## src/rtl/snake_pkg.sv

```systemverilog
// snake_pkg: shared codes, grid geometry and init image for the snake game controller.
package snake_pkg;
    localparam logic [1:0] ST_RUN  = 2'b00;
    localparam logic [1:0] ST_DIE  = 2'b01;
    localparam logic [1:0] ST_INIT = 2'b10;

    localparam logic [1:0] DIR_UP    = 2'b00;
    localparam logic [1:0] DIR_DOWN  = 2'b01;
    localparam logic [1:0] DIR_RIGHT = 2'b10;
    localparam logic [1:0] DIR_LEFT  = 2'b11;

    localparam logic [2:0] PH_IDLE  = 3'd0;
    localparam logic [2:0] PH_HEAD  = 3'd1;
    localparam logic [2:0] PH_CHECK = 3'd2;
    localparam logic [2:0] PH_MOVE  = 3'd3;
    localparam logic [2:0] PH_FOOD  = 3'd4;

    localparam int GRID_W = 32;
    localparam int GRID_H = 24;

    localparam logic [4:0] INIT_X   = 5'd16;
    localparam logic [4:0] INIT_Y   = 5'd12;
    localparam logic [5:0] INIT_LEN = 6'd3;
    localparam logic [4:0] FOOD_X0  = 5'd24;
    localparam logic [4:0] FOOD_Y0  = 5'd12;

    // Direction codes pair up so the reverse differs only in bit 0.
    function automatic logic [1:0] opposite(input logic [1:0] d);
        return d ^ 2'b01;
    endfunction
endpackage

```

## src/rtl/snake_game_ctrl_food_lfsr.sv

```systemverilog
// food_lfsr: free-running 10-bit LFSR (x^10+x^7+1) mapped to an in-grid food candidate.
module food_lfsr
    import snake_pkg::*;
(
    input  logic       clk,
    input  logic       clrn,
    output logic [4:0] cand_x_o,
    output logic [4:0] cand_y_o
);
    logic [9:0] lfsr_q, lfsr_d;

    assign lfsr_d   = {lfsr_q[8:0], lfsr_q[9] ^ lfsr_q[6]};
    assign cand_x_o = lfsr_q[4:0];
    assign cand_y_o = lfsr_q[9:5] >= 5'(GRID_H) ? lfsr_q[9:5] - 5'd8 : lfsr_q[9:5];

    always_ff @(posedge clk or negedge clrn) begin
        if (!clrn) lfsr_q <= 10'h001;
        else       lfsr_q <= lfsr_d;
    end
endmodule

```

## src/rtl/snake_game_ctrl.sv

```systemverilog
// snake_game_ctrl: game sequencer; each tick runs head, collision scan, move and food
// placement phases over a 64-entry body held in registers.
module snake_game_ctrl
    import snake_pkg::*;
#(
    parameter int TICK_CYCLES = 25_000_000,
    parameter int MAX_LEN     = 63
) (
    input  logic         clk,
    input  logic         clrn,
    input  logic         btn_start,
    input  logic         dir_valid,
    input  logic [1:0]   dir_in,
    output logic [1:0]   game_state,
    output logic [319:0] snake_x_1dim,
    output logic [319:0] snake_y_1dim,
    output logic [5:0]   snake_length,
    output logic [4:0]   food_x,
    output logic [4:0]   food_y
);
    localparam int TW = $clog2(TICK_CYCLES);
    localparam logic [TW-1:0] TICK_LAST = TW'(TICK_CYCLES - 1);
    localparam logic [5:0] LEN_CAP = 6'(MAX_LEN);

    logic [1:0]    state_q, state_d, cur_dir_q, cur_dir_d, pend_dir_q, pend_dir_d;
    logic [2:0]    phase_q, phase_d;
    logic [TW-1:0] tick_q, tick_d;
    logic          btn_q, eat_q, eat_d;
    logic [4:0]    seg_x_q [64];
    logic [4:0]    seg_x_d [64];
    logic [4:0]    seg_y_q [64];
    logic [4:0]    seg_y_d [64];
    logic [5:0]    len_q, len_d, j_q, j_d, last_j;
    logic [4:0]    food_x_q, food_x_d, food_y_q, food_y_d;
    logic [4:0]    nh_x_q, nh_x_d, nh_y_q, nh_y_d;
    logic [4:0]    cand_x_q, cand_x_d, cand_y_q, cand_y_d;
    logic [4:0]    lfsr_x, lfsr_y, hx, hy, nx, ny;
    logic          wall, start, seg_hit, cand_hit;

    food_lfsr u_lfsr (.clk(clk), .clrn(clrn), .cand_x_o(lfsr_x), .cand_y_o(lfsr_y));

    assign hx       = seg_x_q[0];
    assign hy       = seg_y_q[0];
    assign nx       = cur_dir_q == DIR_RIGHT ? hx + 5'd1 : cur_dir_q == DIR_LEFT ? hx - 5'd1 : hx;
    assign ny       = cur_dir_q == DIR_DOWN ? hy + 5'd1 : cur_dir_q == DIR_UP ? hy - 5'd1 : hy;
    assign wall     = (cur_dir_q == DIR_LEFT && hx == 5'd0) || (cur_dir_q == DIR_RIGHT && hx == 5'(GRID_W - 1))
                   || (cur_dir_q == DIR_UP && hy == 5'd0) || (cur_dir_q == DIR_DOWN && hy == 5'(GRID_H - 1));
    assign start    = btn_start && !btn_q && state_q != ST_RUN;
    assign seg_hit  = seg_x_q[j_q] == nh_x_q && seg_y_q[j_q] == nh_y_q;
    assign cand_hit = seg_x_q[j_q] == cand_x_q && seg_y_q[j_q] == cand_y_q;
    // An eaten step keeps the tail in place, so it must be scanned too.
    assign last_j   = eat_q ? len_q - 6'd1 : len_q - 6'd2;

    always_comb begin
        state_d    = state_q;
        phase_d    = phase_q;
        tick_d     = tick_q;
        cur_dir_d  = cur_dir_q;
        pend_dir_d = pend_dir_q;
        seg_x_d    = seg_x_q;
        seg_y_d    = seg_y_q;
        len_d      = len_q;
        j_d        = j_q;
        food_x_d   = food_x_q;
        food_y_d   = food_y_q;
        nh_x_d     = nh_x_q;
        nh_y_d     = nh_y_q;
        eat_d      = eat_q;
        cand_x_d   = cand_x_q;
        cand_y_d   = cand_y_q;
        if (dir_valid && dir_in != opposite(cur_dir_q)) pend_dir_d = dir_in;
        if (start) begin
            state_d    = ST_RUN;
            phase_d    = PH_IDLE;
            tick_d     = '0;
            cur_dir_d  = DIR_RIGHT;
            pend_dir_d = DIR_RIGHT;
            for (int i = 0; i < 64; i++) begin
                seg_x_d[i] = i < 3 ? INIT_X - 5'(i) : 5'd0;
                seg_y_d[i] = i < 3 ? INIT_Y : 5'd0;
            end
            len_d    = INIT_LEN;
            food_x_d = FOOD_X0;
            food_y_d = FOOD_Y0;
        end else if (state_q == ST_RUN) begin
            case (phase_q)
                PH_IDLE: begin
                    tick_d = tick_q == TICK_LAST ? '0 : tick_q + TW'(1);
                    if (tick_q == TICK_LAST) begin
                        phase_d   = PH_HEAD;
                        cur_dir_d = pend_dir_q;
                    end
                end
                PH_HEAD: begin
                    state_d = wall ? ST_DIE : ST_RUN;
                    phase_d = wall ? PH_IDLE : PH_CHECK;
                    nh_x_d  = nx;
                    nh_y_d  = ny;
                    eat_d   = nx == food_x_q && ny == food_y_q;
                    j_d     = '0;
                end
                PH_CHECK: begin
                    state_d = seg_hit ? ST_DIE : ST_RUN;
                    phase_d = seg_hit ? PH_IDLE : j_q == last_j ? PH_MOVE : PH_CHECK;
                    j_d     = j_q + 6'd1;
                end
                PH_MOVE: begin
                    for (int i = 63; i > 0; i--) begin
                        seg_x_d[i] = seg_x_q[i-1];
                        seg_y_d[i] = seg_y_q[i-1];
                    end
                    seg_x_d[0] = nh_x_q;
                    seg_y_d[0] = nh_y_q;
                    len_d      = eat_q && len_q < LEN_CAP ? len_q + 6'd1 : len_q;
                    phase_d    = eat_q ? PH_FOOD : PH_IDLE;
                    cand_x_d   = lfsr_x;
                    cand_y_d   = lfsr_y;
                    j_d        = '0;
                end
                PH_FOOD: begin
                    cand_x_d = cand_hit ? lfsr_x : cand_x_q;
                    cand_y_d = cand_hit ? lfsr_y : cand_y_q;
                    j_d      = cand_hit ? 6'd0 : j_q + 6'd1;
                    if (!cand_hit && j_q == len_q - 6'd1) begin
                        food_x_d = cand_x_q;
                        food_y_d = cand_y_q;
                        phase_d  = PH_IDLE;
                    end
                end
                default: phase_d = PH_IDLE;
            endcase
        end
    end

    always_ff @(posedge clk or negedge clrn) begin
        if (!clrn) begin
            state_q    <= ST_INIT;
            phase_q    <= PH_IDLE;
            tick_q     <= '0;
            cur_dir_q  <= DIR_RIGHT;
            pend_dir_q <= DIR_RIGHT;
            btn_q      <= 1'b0;
            for (int i = 0; i < 64; i++) begin
                seg_x_q[i] <= i < 3 ? INIT_X - 5'(i) : 5'd0;
                seg_y_q[i] <= i < 3 ? INIT_Y : 5'd0;
            end
            len_q    <= INIT_LEN;
            j_q      <= '0;
            food_x_q <= FOOD_X0;
            food_y_q <= FOOD_Y0;
            nh_x_q   <= '0;
            nh_y_q   <= '0;
            eat_q    <= 1'b0;
            cand_x_q <= '0;
            cand_y_q <= '0;
        end else begin
            state_q    <= state_d;
            phase_q    <= phase_d;
            tick_q     <= tick_d;
            cur_dir_q  <= cur_dir_d;
            pend_dir_q <= pend_dir_d;
            btn_q      <= btn_start;
            seg_x_q    <= seg_x_d;
            seg_y_q    <= seg_y_d;
            len_q      <= len_d;
            j_q        <= j_d;
            food_x_q   <= food_x_d;
            food_y_q   <= food_y_d;
            nh_x_q     <= nh_x_d;
            nh_y_q     <= nh_y_d;
            eat_q      <= eat_d;
            cand_x_q   <= cand_x_d;
            cand_y_q   <= cand_y_d;
        end
    end

    for (genvar i = 0; i < 64; i++) begin : g_pack
        assign snake_x_1dim[5*i +: 5] = seg_x_q[i];
        assign snake_y_1dim[5*i +: 5] = seg_y_q[i];
    end

    assign game_state   = state_q;
    assign snake_length = len_q;
    assign food_x       = food_x_q;
    assign food_y       = food_y_q;
endmodule

```

## config.mk

```make
export PLATFORM = sky130hd
export DESIGN_NAME = snake_game_ctrl
export DESIGN_NICKNAME = d
export VERILOG_FILES = /design/src/rtl/snake_pkg.sv /design/src/rtl/snake_game_ctrl_food_lfsr.sv /design/src/rtl/snake_game_ctrl.sv
export SDC_FILE = /design/constraint.sdc
export NUM_CORES = 1
export LEC_CHECK = 0
export CORE_MARGIN = 3
export CORE_UTILIZATION = 45
export DETAILED_ROUTE_END_ITERATION = 8
export PLACE_DENSITY = 0.73
export SLEW_MARGIN = 0
export SYNTH_ARGS = -nofsm -noshare
export SYNTH_HDL_FRONTEND = slang
export SYNTH_HIERARCHICAL = 1
export SYNTH_SLANG_ARGS = --single-unit
```

## constraint.sdc

```tcl
create_clock -name clk -period 3.6 [get_ports clk]
set_input_delay 0.72 -clock clk [delete_from_list [all_inputs] [get_ports clk]]
set_output_delay 0.72 -clock clk [all_outputs]
set_load 0.03 [all_outputs]
```

==> results by group <==
Yosys
  • EDFF count, synth: 0
  • Synth Cell Area: 0.03541 mm^2
  • Synthesis Warnings: 6
  • Synth top area cells: dfrtp_1, nand2_1, nand3_1
  • Distinct cells, synth: 71
  • Synth area leader: dfrtp_1
  • Commonest register cell after synthesis: dfrtp_1
  • Xor/xnor share of the synthesized area: 1.732%
  • Syn avg cell area: 9.259 um^2
  • Compound-Gate Fraction of Synth Area: 4.361%
  • Largest family of logic cells by synthesized area: simple AND/OR/NAND/NOR gates
  • Post-Synth Adder-Cell Area: 0.4241%
  • Post-synthesis mux area share: 11.48%
  • Post-synth ARST share: 100.0%
  • Synth top area share: 49.76%
  • Synth cell count leaders: nand2_1, dfrtp_1, nand3_1
  • Register bit count reported by yosys: 728
  • Cell with the most instances after synthesis: nand2_1
  • Register area share after synthesis: 51.54%
  • Syn Nets: 3842
  • Area share of and/or/nand/nor cells after synthesis: 26.27%
  • Cells after Synth: 3824

STA
  • FMAX: 252.8 MHz
  • Final Critical Period: 3.956 ns
  • Endpoints failing setup: 27
  • Worst slew margin: 32.23%
  • Hold Vio Cnt, Final: 0
  • Final worst setup slack: -0.3559 ns
  • Tcrit/Tclk final: 109.9%
  • Slew Limit Fails: 0
  • Least-Margin Pin Slew: 1.017 ns
  • Clk_skew: 0.02746 ns
  • Hold WS: 0.1402 ns
  • RSZ-0062 raised after global routing: true

Final layout
  • Area Overhead vs Synth: 33.32%
  • Fill count: 6401
  • Final nets: 4508
  • Layout Utilization: 60.74%
  • Layout cells sized above 1: 11.90%
  • Non-filler cells in the finished layout: 5595

CTS
  • Latest clock arrival within the worst-skew pair: 0.63 ns
  • Clk pin slew, worst setup/hold paths: 0.06 ns
  • Root buffer cell: clkbuf_16
  • H-tree depth: 3
  • Clock sink count: 728
  • CTS tree: yes
  • CTS Hold Buffers Added: 0
  • Inserted Clock Buffers: 79
  • Clk buf depth: 3

GRT
  • Most Crowded Layer GR: met2
  • GRT overflow: 0
  • M1 GR Usage: 43.25%
  • Global-route wire length before repair: 203.1 mm
  • Grt met2 use: 51.02%
  • Vias in the first global route: 31170
  • Met3 track demand over resource: 7.514%
  • Antenna violations before repair: 2
  • Largest net degree at the start of global routing: 205
  • Global Route Usage Sum: 32.32%

Power and ir drop
  • P per Cell Area: 911.6 mW/mm^2
  • Flop pwr share: 31.0%
  • Comb power frac: 49.4%
  • Lkg Pwr: 22.79 nW
  • Internal power: 0.02365 W
  • Peak VDD IR: 574.3 uV
  • Clock power share: 19.6%
  • Sw Ratio: 45.04%
  • Net load switching power: 0.01938 W

Setup path
  • Crit path arrival time: 4.45 ns
  • Startpoint types: flip-flop
  • WS Path Type: reg -> reg
  • Crit end category: flip-flop
  • WP buf/inv: 6
  • CP top delay family: compound AO/OA/AOI/OAI gates
  • CP Max Fanout: 19
  • Required @ worst endpoint: 4.10 ns
  • CP peak stage delay: 0.56 ns
  • Worst path cell trace: buf_12 -> buf_12 -> buf_4 -> bufbuf_16 -> mux2i_1 -> a22oi_1 -> a21oi_1 -> a211oi_1 -> buf_4 -> xnor2_1 -> o2111a_2 -> o2111ai_4 -> nor4b_4 -> a31o_2 -> clkbuf_16 -> mux2_4
  • CP max stage cell: dfrtp_4

Status
  • Violated checks: negative setup slack
  • Outcome: finished, violations left

Hold path
  • Hold crit path type: in -> async

Placement
  • Dpl hpwl: 94.49 mm
  • Pre-CTS WS: -0.5576 ns
  • Port Buf Inserts: 663
  • GP Congestion: 0.9330
  • Placed cells: 5424

Floorplanning
  • I/O pin cnt: 664
  • Die H: 286.5 um
  • Die ar.: 0.08208 mm^2
  • Site Rows: 102
  • Core Footprint: 0.07772 mm^2
  • Die Wd: 286.5 um
  • Initial Util: 45.56%

Drt
  • Drt via density: 5.816
  • WL per Instance: 24.21 um
  • DRT iter0 DRCs: 3557
  • Detailed Route WL: 135.5 mm
  • Antenna-violating nets left: 0
  • 1st-pass router iterations: 5
  • Via count: 32540
  • Drt drc: 0

Flow run
  • Max-cap violations: 0
[flip-flops by register name, indices dropped and copies added, names as in the netlist, 6 cells and up]
name / cells
u_lfsr/lfsr_q: 10
snake_y_1dim: 315
snake_x_1dim: 315
j_q: 6
snake_length: 6
tick_q: 25
[final timing paths]
kind                                     end  slack [ns]  cells after the start        startpoint
max in group asynchronous      game_state[1]        2.47                      2              clrn
max                              cand_y_q[4]       -0.36                     16            j_q[0]
min in group clk            u_lfsr/lfsr_q[5]        0.37                      0  u_lfsr/lfsr_q[4]
max reg2reg                      cand_y_q[4]       -0.36                     16            j_q[0]
min reg2reg                 u_lfsr/lfsr_q[5]        0.37                      0  u_lfsr/lfsr_q[4]
min                        snake_x_1dim[319]        0.14                      1              clrn
[layer usage]
metal  routed length, um  vias up
met5                   0        -
met1               53040    16290
li1                    -    14360
met3               12260      264
met4                6201        0
met2               63970     1627
[per-stage QoR]
stage	power (W)	cell area [um^2]	TNS, ns
after floorplan	0.02426	35410	0
after detailed placement	0.03391	44020	-12.87
after global placement	0.03367	44020	-12.93
after CTS	0.04269	46980	-3.895
after global routing	0.04485	47200	-11.13
final	0.04303	47210	-7.646
[power groups by stage]
stage               registers (W)  clock network [W]  logic [W]
floorplan                  0.0159                  0    0.00835
global placement           0.0133                  0     0.0204
detailed placement         0.0133                  0     0.0206
CTS                        0.0132            0.00852     0.0210
global route               0.0135            0.00885     0.0225
finish                     0.0133            0.00844     0.0213
[worst register-to-register path, cell delays in order (launching register included)]
cell and delay (ns):
dfrtp_4 0.56, buf_12 0.17, buf_12 0.14, buf_4 0.15
bufbuf_16 0.31, mux2i_1 0.13, a22oi_1 0.28, a21oi_1 0.14
a211oi_1 0.18, buf_4 0.15, xnor2_1 0.12, o2111a_2 0.25
o2111ai_4 0.16, nor4b_4 0.34, a31o_2 0.27, clkbuf_16 0.17
mux2_4 0.30
[layout by cell type, fill, tap and decap left out, types with 12 or more instances in the layout]
cell	instances
buf_12	37
dfrtp_1	700
nand2_1	1354
clkbuf_1	17
mux4_2	104
mux2i_1	150
dfstp_2	24
ha_1	12
and3_1	13
xnor2_1	40
nor2_1	51
clkbuf_16	81
o21ai_0	56
nand4_1	15
clkbuf_8	23
inv_1	22
a21oi_1	33
a22oi_1	62
buf_4	181
clkdlybuf4s50_1	662
xor2_1	28
nand3_1	666
nor3_1	12
[layout make-up]
class	count	area (um^2)	share of cell area [%]
Sequential cell	728	18260	38.68
Clock inverter	24	320.3	0.6785
Inverter	23	86.33	0.1829
Multi-Input combinational cell	2765	15900	33.68
Tap cell	1040	1301	2.757
Timing Repair Buffer	893	8951	18.96
Clock buffer	120	2382	5.047
Antenna cell	2	5.005	0.01060
[repair_timing]
action | in CTS | in global routing
pin swaps | 5 | 12
buffers inserted | 12 | 13
resized for setup | 20 | 26
cloned | 2 | 1
hold endpoints to repair | 0 | 0
endpoints found under the setup margin | 27 | 30
[kinds of logic (layout without fill, tap and decap cells)]
group           Yosys count  in the layout
compound gates          233            233
flops                   728            728
buf+inv                 331           1060
mux                     274            274
other cells               0              2
fa+ha+maj                12             12
simple gates           2176           2176
xor+xnor                 70             70
Power figures use the tool's default switching activity.
